==> config.mk <==
export PLATFORM = sky130hd
export DESIGN_NAME = exp_term_decomposer_flat
export DESIGN_NICKNAME = d
export VERILOG_FILES = /design/src/rtl/exp_term_decomposer_if.sv /design/src/rtl/exp_term_decomposer.sv /design/src/flat_wrapper.sv
export SDC_FILE = /design/constraint.sdc
export NUM_CORES = 1
export LEC_CHECK = 0
export CAP_MARGIN = 0
export CORE_MARGIN = 4
export CORE_UTILIZATION = 40
export DETAILED_ROUTE_END_ITERATION = 10
export PLACE_DENSITY = 0.58
export SLEW_MARGIN = 10
export SYNTH_ARGS = -nofsm -noshare
export SYNTH_HDL_FRONTEND = slang
export SYNTH_SLANG_ARGS = --single-unit
==> constraint.sdc <==
create_clock -name clk -period 8.15 [get_ports clk]
set_clock_uncertainty 0.1 [all_clocks]
set_input_delay 2.445 -clock clk [delete_from_list [all_inputs] [get_ports clk]]
set_output_delay 2.445 -clock clk [all_outputs]
set_load 0.01 [all_outputs]
==> src/rtl/exp_term_decomposer_if.sv <==
// Argument/result bus of exp_term_decomposer: one request channel (x) and one
// response channel (codes, count, residual).
//
// Handshake: a beat transfers on a rising clk edge where valid and ready are
// both 1. A producer holding valid keeps its payload stable until that edge,
// and valid never depends combinationally on ready.
interface exp_term_decomposer_if #(
  parameter int INT_W   = 4,
  parameter int FRA_W   = 11,
  parameter int N_TERMS = 6,
  parameter int IDX_W   = 5
);
  localparam int XW    = INT_W + FRA_W;
  localparam int CW    = IDX_W + 1;
  localparam int CNT_W = $clog2(N_TERMS + 1);

  logic                    in_valid;
  logic                    in_ready;
  logic [XW-1:0]           x;
  logic                    out_valid;
  logic                    out_ready;
  logic [N_TERMS*CW-1:0]   codes;
  logic [CNT_W-1:0]        count;
  logic [XW-1:0]           residual;

  modport master (
    output in_valid, x, out_ready,
    input  in_ready, out_valid, codes, count, residual
  );

  modport slave (
    input  in_valid, x, out_ready,
    output in_ready, out_valid, codes, count, residual
  );
endinterface

==> src/rtl/exp_term_decomposer.sv <==
// Greedy decomposition of x into one k*ln2 term followed by ln(1+2^-i) terms,
// producing packed {is_frac, idx} codes for the shift-add exponent datapath.
module exp_term_decomposer #(
  parameter int INT_W   = 4,
  parameter int FRA_W   = 11,
  parameter int N_TERMS = 6,
  parameter int IDX_W   = 5,
  parameter int LN2     = 1420,
  parameter logic [FRA_W*(INT_W+FRA_W)-1:0] LN_TABLE = {
    15'd1, 15'd2, 15'd4, 15'd8, 15'd16, 15'd32,
    15'd63, 15'd124, 15'd241, 15'd457, 15'd830}
) (
  input  logic                    clk,
  input  logic                    rst_n,
  exp_term_decomposer_if.slave    bus,
  output logic [1:0]              dbg_state
);
  localparam int XW    = INT_W + FRA_W;
  localparam int CW    = IDX_W + 1;
  localparam int CNT_W = $clog2(N_TERMS + 1);
  localparam int K_MAX = ((1 << XW) - 1) / LN2;

  typedef enum logic [1:0] {IDLE = 2'd0, SEL = 2'd1, UPD = 2'd2, DONE = 2'd3} state_e;

  state_e                state_q, state_d;
  logic [XW-1:0]         r_q, r_d;
  logic [N_TERMS*CW-1:0] codes_q, codes_d;
  logic [CNT_W-1:0]      count_q, count_d;
  logic [XW-1:0]         term_q, term_d;
  logic [CW-1:0]         code_q, code_d;

  logic [IDX_W-1:0]      k_idx, f_idx;
  logic [XW-1:0]         k_term, f_term;
  int                    r_int;

  // Candidate terms: largest k with k*LN2 <= r, smallest i with F(i) <= r.
  always_comb begin
    r_int  = int'(r_q);
    k_idx  = '0;
    k_term = '0;
    f_idx  = '0;
    f_term = '0;
    for (int k = 1; k <= K_MAX; k++) begin
      if (k * LN2 <= r_int) begin
        k_idx  = IDX_W'(k);
        k_term = XW'(k * LN2);
      end
    end
    for (int i = FRA_W; i >= 1; i--) begin
      if (int'(LN_TABLE[(i-1)*XW +: XW]) <= r_int) begin
        f_idx  = IDX_W'(i);
        f_term = LN_TABLE[(i-1)*XW +: XW];
      end
    end
  end

  always_comb begin
    state_d = state_q;
    r_d     = r_q;
    codes_d = codes_q;
    count_d = count_q;
    term_d  = term_q;
    code_d  = code_q;
    case (state_q)
      IDLE: begin
        if (bus.in_valid) begin
          r_d     = bus.x;
          codes_d = '0;
          count_d = '0;
          state_d = SEL;
        end
      end
      SEL: begin
        if (r_q == '0) begin
          state_d = DONE;
        end else if (r_int >= LN2) begin
          term_d  = k_term;
          code_d  = {1'b0, k_idx};
          state_d = UPD;
        end else begin
          term_d  = f_term;
          code_d  = {1'b1, f_idx};
          state_d = UPD;
        end
      end
      UPD: begin
        r_d     = r_q - term_q;
        count_d = count_q + CNT_W'(1);
        for (int j = 0; j < N_TERMS; j++) begin
          if (count_q == CNT_W'(j)) codes_d[j*CW +: CW] = code_q;
        end
        if ((int'(count_q) + 1 == N_TERMS) || (r_q == term_q)) state_d = DONE;
        else                                                   state_d = SEL;
      end
      DONE: begin
        if (bus.out_ready) state_d = IDLE;
      end
      default: state_d = IDLE;
    endcase
  end

  always_ff @(posedge clk) begin
    if (!rst_n) begin
      state_q <= IDLE;
      r_q     <= '0;
      codes_q <= '0;
      count_q <= '0;
      term_q  <= '0;
      code_q  <= '0;
    end else begin
      state_q <= state_d;
      r_q     <= r_d;
      codes_q <= codes_d;
      count_q <= count_d;
      term_q  <= term_d;
      code_q  <= code_d;
    end
  end

  assign bus.in_ready  = (state_q == IDLE);
  assign bus.out_valid = (state_q == DONE);
  assign bus.codes     = codes_q;
  assign bus.count     = count_q;
  assign bus.residual  = r_q;
  assign dbg_state     = state_q;
endmodule

==> src/flat_wrapper.sv <==
// flat-port wrapper written by rule: the top's interface ports become plain ports
module exp_term_decomposer_flat 
#(
  parameter int INT_W   = 4,
  parameter int FRA_W   = 11,
  parameter int N_TERMS = 6,
  parameter int IDX_W   = 5,
  parameter int LN2     = 1420,
  parameter logic [FRA_W*(INT_W+FRA_W)-1:0] LN_TABLE = {
    15'd1, 15'd2, 15'd4, 15'd8, 15'd16, 15'd32,
    15'd63, 15'd124, 15'd241, 15'd457, 15'd830}
)
  (clk, rst_n, dbg_state, bus_in_valid, bus_x, bus_out_ready, bus_in_ready, bus_out_valid, bus_codes, bus_count, bus_residual);
  exp_term_decomposer_if #(.INT_W(INT_W), .FRA_W(FRA_W), .N_TERMS(N_TERMS), .IDX_W(IDX_W)) bus_i ();
  input  logic clk;
  input  logic rst_n;
  output logic [1:0] dbg_state;
  input wire logic [$bits(bus_i.in_valid)-1:0] bus_in_valid;
  input wire logic [$bits(bus_i.x)-1:0] bus_x;
  input wire logic [$bits(bus_i.out_ready)-1:0] bus_out_ready;
  output wire logic [$bits(bus_i.in_ready)-1:0] bus_in_ready;
  output wire logic [$bits(bus_i.out_valid)-1:0] bus_out_valid;
  output wire logic [$bits(bus_i.codes)-1:0] bus_codes;
  output wire logic [$bits(bus_i.count)-1:0] bus_count;
  output wire logic [$bits(bus_i.residual)-1:0] bus_residual;
  assign bus_i.in_valid = bus_in_valid;
  assign bus_i.x = bus_x;
  assign bus_i.out_ready = bus_out_ready;
  assign bus_in_ready = bus_i.in_ready;
  assign bus_out_valid = bus_i.out_valid;
  assign bus_codes = bus_i.codes;
  assign bus_count = bus_i.count;
  assign bus_residual = bus_i.residual;
  exp_term_decomposer #(.INT_W(INT_W), .FRA_W(FRA_W), .N_TERMS(N_TERMS), .IDX_W(IDX_W), .LN2(LN2), .LN_TABLE(LN_TABLE)) u_core (.clk(clk), .rst_n(rst_n), .bus(bus_i), .dbg_state(dbg_state));
endmodule
# After elaboration in Yosys (flattened, before gate mapping)
# Index checks and enable logic that the tools add are counted.
# classes
add_sub_neg	3
magnitude_cmp	35
n_eq_ne	18
mux	87
n_bitwise	1
reduce_logical	14
# ops
op	count
2-to-1 mux 15 bit	14
<= comparator 15 bit (first input constant)	12
<= comparator 14 x 15 -> 1 bit (first input constant)	6
2-to-1 mux 14 bit	6
2-to-1 mux 4 bit	20
one-hot mux 36 bit (2 select lines)	1
2-to-1 mux 6 bit	9
<= comparator 13 x 15 -> 1 bit (first input constant)	3
2-to-1 mux 5 bit	9
2-to-1 mux 13 bit	3
2-to-1 mux 36 bit	1
== test 32 x 4 -> 1 bit (second input constant)	1
<= comparator 6 x 15 -> 1 bit (first input constant)	2
one-hot mux 15 bit (2 select lines)	1
2-to-1 mux 3 bit	6
AND reduction 3 bit	6
== test 15 bit	1
>= comparator 15 x 11 -> 1 bit (second input constant)	1
<= comparator 1 x 15 -> 1 bit (first input constant)	1
<= comparator 10 x 15 -> 1 bit (first input constant)	1
<= comparator 11 x 15 -> 1 bit (first input constant)	1
<= comparator 12 x 15 -> 1 bit (first input constant)	1
<= comparator 2 x 15 -> 1 bit (first input constant)	1
<= comparator 3 x 15 -> 1 bit (first input constant)	1
other kinds (32)	50
# word_totals
reg_bits	77
input_bits	19
output_inout_bits	58
elab_cells	169

# Depth between registers and ports, before layout
# depth
depth_word	25
depth_mapped	12
ltp_nobuf	11

# Worst setup path after synthesis
# No wires, ideal clock.
# synth_timing
path_type	input to register
from	input bus_in_valid
to	register u_core.codes_q[18] (netlist: u_core.bus.codes[18])
setup_ns	0.128
t_arrival_ns	3.515
slack_ns	4.408
stages	6
path_buffers	1
cell_sequence	nor2_1 nor2_1 o21a_1 clkbuf_1 mux2i_1 nor2_1
# synth_via
elab_chain_len	2
# synth_rtl
item	line	source
start, declared	flat_wrapper.sv:18	input wire logic [$bits(bus_i.in_valid)-1:0] bus_in_valid;
inequality test 2 bit (no source line)	n/a	
AND reduction 3 bit (no source line)	n/a	
end signal, assigned	exp_term_decomposer.sv:113	codes_q <= codes_d;
end, declared	exp_term_decomposer.sv:27	logic [N_TERMS*CW-1:0] codes_q, codes_d;
# Every way passes these cells.
# A chain may end at the register's enable or synchronous reset.

==> insert_results.sql <==
INSERT INTO impl_metrics (metric_group, metric, value, unit) VALUES
('synthesis', 'yosys_warnings', '0', ''),
('placed_design', 'dp_worst_setup_slack', '2950', 'ps'),
('floorplanning', 'die_w', '128.2', 'um'),
('timing', 'worst_slew_pin_slew', '1038', 'ps'),
('timing', 'final_max_tran_viols', '0', ''),
('job', 'drv_cap', '0', ''),
('global_routing', 'globalRouteOverflowTotal', '0', ''),
('clock_network', 'cts.clk_slew.worst_paths', '70', 'ps'),
('clock_network', 'cts_made_buffers', '9', ''),
('clock_network', 'clk_latency', '340', 'ps'),
('timing', 'worst_hold_slack', '364.3', 'ps'),
('detailed_routing', 'routed-via-count', '6120', ''),
('synthesis', 'synth.net_count', '785', ''),
('power', 'power.static_leakage', '2.539', 'nW'),
('clock_network', 'tritoncts', 'done', ''),
('synthesis', 'ys.flop_type', 'sky130_fd_sc_hd__dfxtp_1', ''),
('cells_and_area', 'insertedDiodeCount', '0', ''),
('timing', 'grt_setup_unrepaired', 'false', ''),
('clock_network', 'cts.sink_count', '77', ''),
('global_routing', 'first_global_vias', '5649', ''),
('floorplanning', 'io_pins', '77', ''),
('global_routing', 'grt_pass1_wl', '32040', 'um'),
('detailed_routing', 'detail_route.vias_per_cell', '6.309', ''),
('global_routing', 'grt_use_total', '24.33', '%'),
('synthesis', 'synth_seq_area_share', '26.66', '%'),
('clock_network', 'cts_setup_buffers', '0', ''),
('placed_design', 'buffer_ports.inserted', '76', ''),
('floorplanning', 'die_height', '128.2', 'um'),
('setup_path', 'timing.setup.critical_path_class', 'in -> reg', ''),
('detailed_routing', 'first_pass_iters', '6', ''),
('placed_design', 'dp_hpwl', '14690', 'um'),
('run_status', 'run_status', 'finished clean', ''),
('timing', 'report.final.hold_viol_count', '0', ''),
('timing', 'fin_ws', '3274', 'ps'),
('placed_design', 'place_congestion', '0.9881', ''),
('detailed_routing', 'post-route-drc-count', '0', ''),
('setup_path', 'worst_ep_required_time', '8310', 'ps'),
('timing', 'timing.final.setup_violations', '0', ''),
('clock_network', 'cts_hold_buf', '0', ''),
('floorplanning', 'start_util', '41.18', '%'),
('timing', 'worst_slew_margin_rel', '30.72', '%'),
('cells_and_area', 'layout.nets', '825', ''),
('setup_path', 'worstSetupStartpointType', 'input port', ''),
('clock_network', 'cts_repair_resizes', '0', ''),
('global_routing', 'pin_count_of_the_biggest_net_entering_global_routing', '40', ''),
('clock_network', 'number_of_levels_the_h_tree_was_split_into', '3', ''),
('synthesis', 'avgSynthCellArea', '7.762', 'um^2'),
('detailed_routing', 'totalWireLength', '20670', 'um'),
('floorplanning', 'die_area', '0.01645', 'mm^2'),
('cells_and_area', 'areaGrowthSynthToFinish', '19.06', '%'),
('setup_path', 'critPathArrivalTime', '5030', 'ps'),
('detailed_routing', 'wire_per_inst', '21.31', 'um'),
('detailed_routing', 'drt_first_iter_violations', '760', ''),
('setup_path', 'cpPeakStageDelay', '990', 'ps'),
('floorplanning', 'placeableCoreArea', '0.01404', 'mm^2'),
('timing', 'timing.fmax', '205.1', 'MHz'),
('synthesis', 'async_reset_ff_share', '0', '%'),
('timing', 'setup_total_negative_slack', '0', 'ps'),
('hold_path', 'holdCritPathClass', 'reg -> reg', ''),
('synthesis', 'ys_seq_elements', '77', ''),
('floorplanning', 'fp-row-count', '43', ''),
('synthesis', 'number_of_enable_type_register_cells_in_the_synthesized_netlist', '0', ''),
('clock_network', 'clockRootBuffer', 'sky130_fd_sc_hd__clkbuf_16', ''),
('detailed_routing', 'routed_antenna_nets', '0', ''),
('synthesis', 'synth_area', '0.005783', 'mm^2'),
('power', 'ir_worst_vdd', '0.1000', 'mV'),
('global_routing', 'antenna_violations_before_repair', '0', ''),
('cells_and_area', 'n_fill_cell', '1377', ''),
('clock_network', 'cts-root-to-sink-buffers', '2', ''),
('timing', 'timing.final.crit_share', '59.83', '%'),
('cells_and_area', 'final_layout_size_suffix_gt1_share', '8.861', '%'),
('synthesis', 'ys_types', '94', ''),
('setup_path', 'worst_setup_path_end_kind', 'register', ''),
('synthesis', 'synthCells', '745', ''),
('timing', 'fin_crit', '4876', 'ps'),
('setup_path', 'critPathMaxFanout', '39', ''),
('power', 'p_per_area', '197.6', 'mW/mm^2'),
('setup_path', 'crit_path_cell_trace', 'clkdlybuf4s50_1 > inv_2 > buf_4 > nor4_1 > a21oi_1 > nor3_1', ''),
('setup_path', 'critical-path-slowest-cell', 'sky130_fd_sc_hd__clkdlybuf4s50_1', '');
## path summary, 6_finish.rpt
kind	start	end	slack, ps	cells past startpoint
max	rst_n	u_core.term_q[7]$_SDFFE_PN0P_	3270	6
min	u_core.code_q[4]$_SDFFE_PN0P_	u_core.code_q[4]$_SDFFE_PN0P_	360	2
max reg2reg	u_core.bus.residual[0]$_SDFFE_PN0P_	u_core.bus.residual[12]$_SDFFE_PN0P_	4860	11
min reg2reg	u_core.code_q[4]$_SDFFE_PN0P_	u_core.code_q[4]$_SDFFE_PN0P_	360	2
## state kept, by name, indices dropped and copies added (netlist names)
name and cells:
u_core.bus.codes 36, u_core.bus.residual 15, u_core.term_q 15, u_core.code_q 6, u_core.bus.count 3, u_core.dbg_state 2
## metrics by stage
step | util, % | instances | power (mW) | area (um^2)
2_1_floorplan | - | 745 | 0.7994 | 5783
4_1_cts | 49.03 | 970 | 1.356 | 6885
5_1_grt | 49.03 | 970 | 1.427 | 6885
6_report | 49.03 | 970 | 1.361 | 6885
3_3_place_gp | 46.89 | 954 | 0.9522 | 6585
3_5_place_dp | 46.89 | 954 | 0.9505 | 6585
## cells by family (layout without fill, tap and decap cells)
| logic type | Yosys count | in the layout | share of synthesized area, % |
|---|---|---|---|
| and+or+nand+nor | 267 | 267 | 23.97 |
| adders and majority gates | 21 | 21 | 4.673 |
| muxes | 39 | 39 | 6.772 |
| AOI/OAI and AO/OA | 243 | 243 | 29.79 |
| buffers and inverters | 88 | 133 | 6.620 |
| xor gates and xnor gates | 10 | 10 | 1.514 |
| DFF | 77 | 77 | 26.66 |
## cell type report
class / instances / area [um^2] / share of cell area (%)
flip-flops and latches: 77 / 1541 / 22.39
clock inverters: 7 / 75.07 / 1.090
repair buffers: 88 / 850.8 / 12.36
inverters: 29 / 108.9 / 1.581
clock buffers: 9 / 225.2 / 3.271
multi-input cells: 580 / 3859 / 56.04
well taps: 180 / 225.2 / 3.271
## worst max-delay path: cells and delay by family
kind	cells	cell delay, ps
AOI/OAI and AO/OA	1	140
buffers and inverters	3	1820
and+or+nand+nor	2	610
## power breakdown
| group | internal [mW] | switching [mW] |
|---|---|---|
| clock | 0.218 | 0.185 |
| sequential | 0.398 | 0.0370 |
| combinational | 0.201 | 0.323 |
| total | 0.816 | 0.545 |
## per-layer routing
metal  global-route usage [%]  part of all wire, %
met5                        0                    0
met4                    7.116                  2.5
met3                    5.708                  8.8
met2                    36.22                   44
met1                    34.88                   45
## cell usage in the layout, fill, tap and decap left out, drive strengths merged, types with 4 or more instances in the layout
cell type and count:
o21ai 49, o211ai 12, nand2 56, xor2 5, and3 11, nor4b 4
o21a 9, nor4 4, nor2 93, nor2b 6, dfxtp 77, nand3 21
o22ai 6, a21oi 59, o21bai 4, and2 4, a31o 4, nand4 9
clkbuf 9, a211oi 16, o221ai 9, a311oi 4, a41oi 5, nor3b 6
buf 12, inv 33, nand3b 4, clkdlybuf4s50 76, mux2i 38, or3 9
ha 20, or2 8, a21o 9, nor3 17, a31oi 15, xnor2 5
nand2b 5
## synthesized netlist by cell type, types with 4 or more instances
| library cell | instances | area share, % |
|---|---|---|
| sky130_fd_sc_hd__nor2_1 | 92 | 6.0 |
| sky130_fd_sc_hd__dfxtp_1 | 77 | 27 |
| sky130_fd_sc_hd__a21oi_1 | 57 | 4.9 |
| sky130_fd_sc_hd__nand2_1 | 56 | 3.6 |
| sky130_fd_sc_hd__o21ai_0 | 45 | 3.9 |
| sky130_fd_sc_hd__mux2i_1 | 38 | 6.6 |
| sky130_fd_sc_hd__inv_1 | 27 | 1.8 |
| sky130_fd_sc_hd__buf_2 | 23 | 2.0 |
| sky130_fd_sc_hd__clkbuf_1 | 21 | 1.4 |
| sky130_fd_sc_hd__nand3_1 | 21 | 1.8 |
| sky130_fd_sc_hd__ha_1 | 20 | 4.3 |
| sky130_fd_sc_hd__a211oi_1 | 15 | 1.9 |
| sky130_fd_sc_hd__a31oi_1 | 15 | 1.6 |
| sky130_fd_sc_hd__nor3_1 | 12 | 1.0 |
| sky130_fd_sc_hd__and3_1 | 10 | 1.1 |
| sky130_fd_sc_hd__o211ai_1 | 10 | 1.3 |
| sky130_fd_sc_hd__a21o_1 | 9 | 1.2 |
| sky130_fd_sc_hd__buf_1 | 9 | 0.58 |
| sky130_fd_sc_hd__nand4_1 | 9 | 0.97 |
| sky130_fd_sc_hd__o21a_1 | 9 | 1.2 |
| sky130_fd_sc_hd__o221ai_1 | 9 | 1.4 |
| sky130_fd_sc_hd__or3_1 | 9 | 0.97 |
| sky130_fd_sc_hd__nor2b_1 | 6 | 0.65 |
| sky130_fd_sc_hd__nor3b_1 | 6 | 0.78 |
| sky130_fd_sc_hd__o22ai_1 | 6 | 0.65 |
| sky130_fd_sc_hd__or2_2 | 6 | 0.65 |
| sky130_fd_sc_hd__nand2b_1 | 5 | 0.54 |
| sky130_fd_sc_hd__xnor2_1 | 5 | 0.76 |
| sky130_fd_sc_hd__xor2_1 | 5 | 0.76 |
| sky130_fd_sc_hd__a31o_2 | 4 | 0.61 |
| sky130_fd_sc_hd__buf_4 | 4 | 0.52 |
| sky130_fd_sc_hd__nand3b_1 | 4 | 0.52 |
| sky130_fd_sc_hd__nor3_2 | 4 | 0.69 |
| sky130_fd_sc_hd__o21bai_1 | 4 | 0.52 |
(Power assumes the default switching activity.)
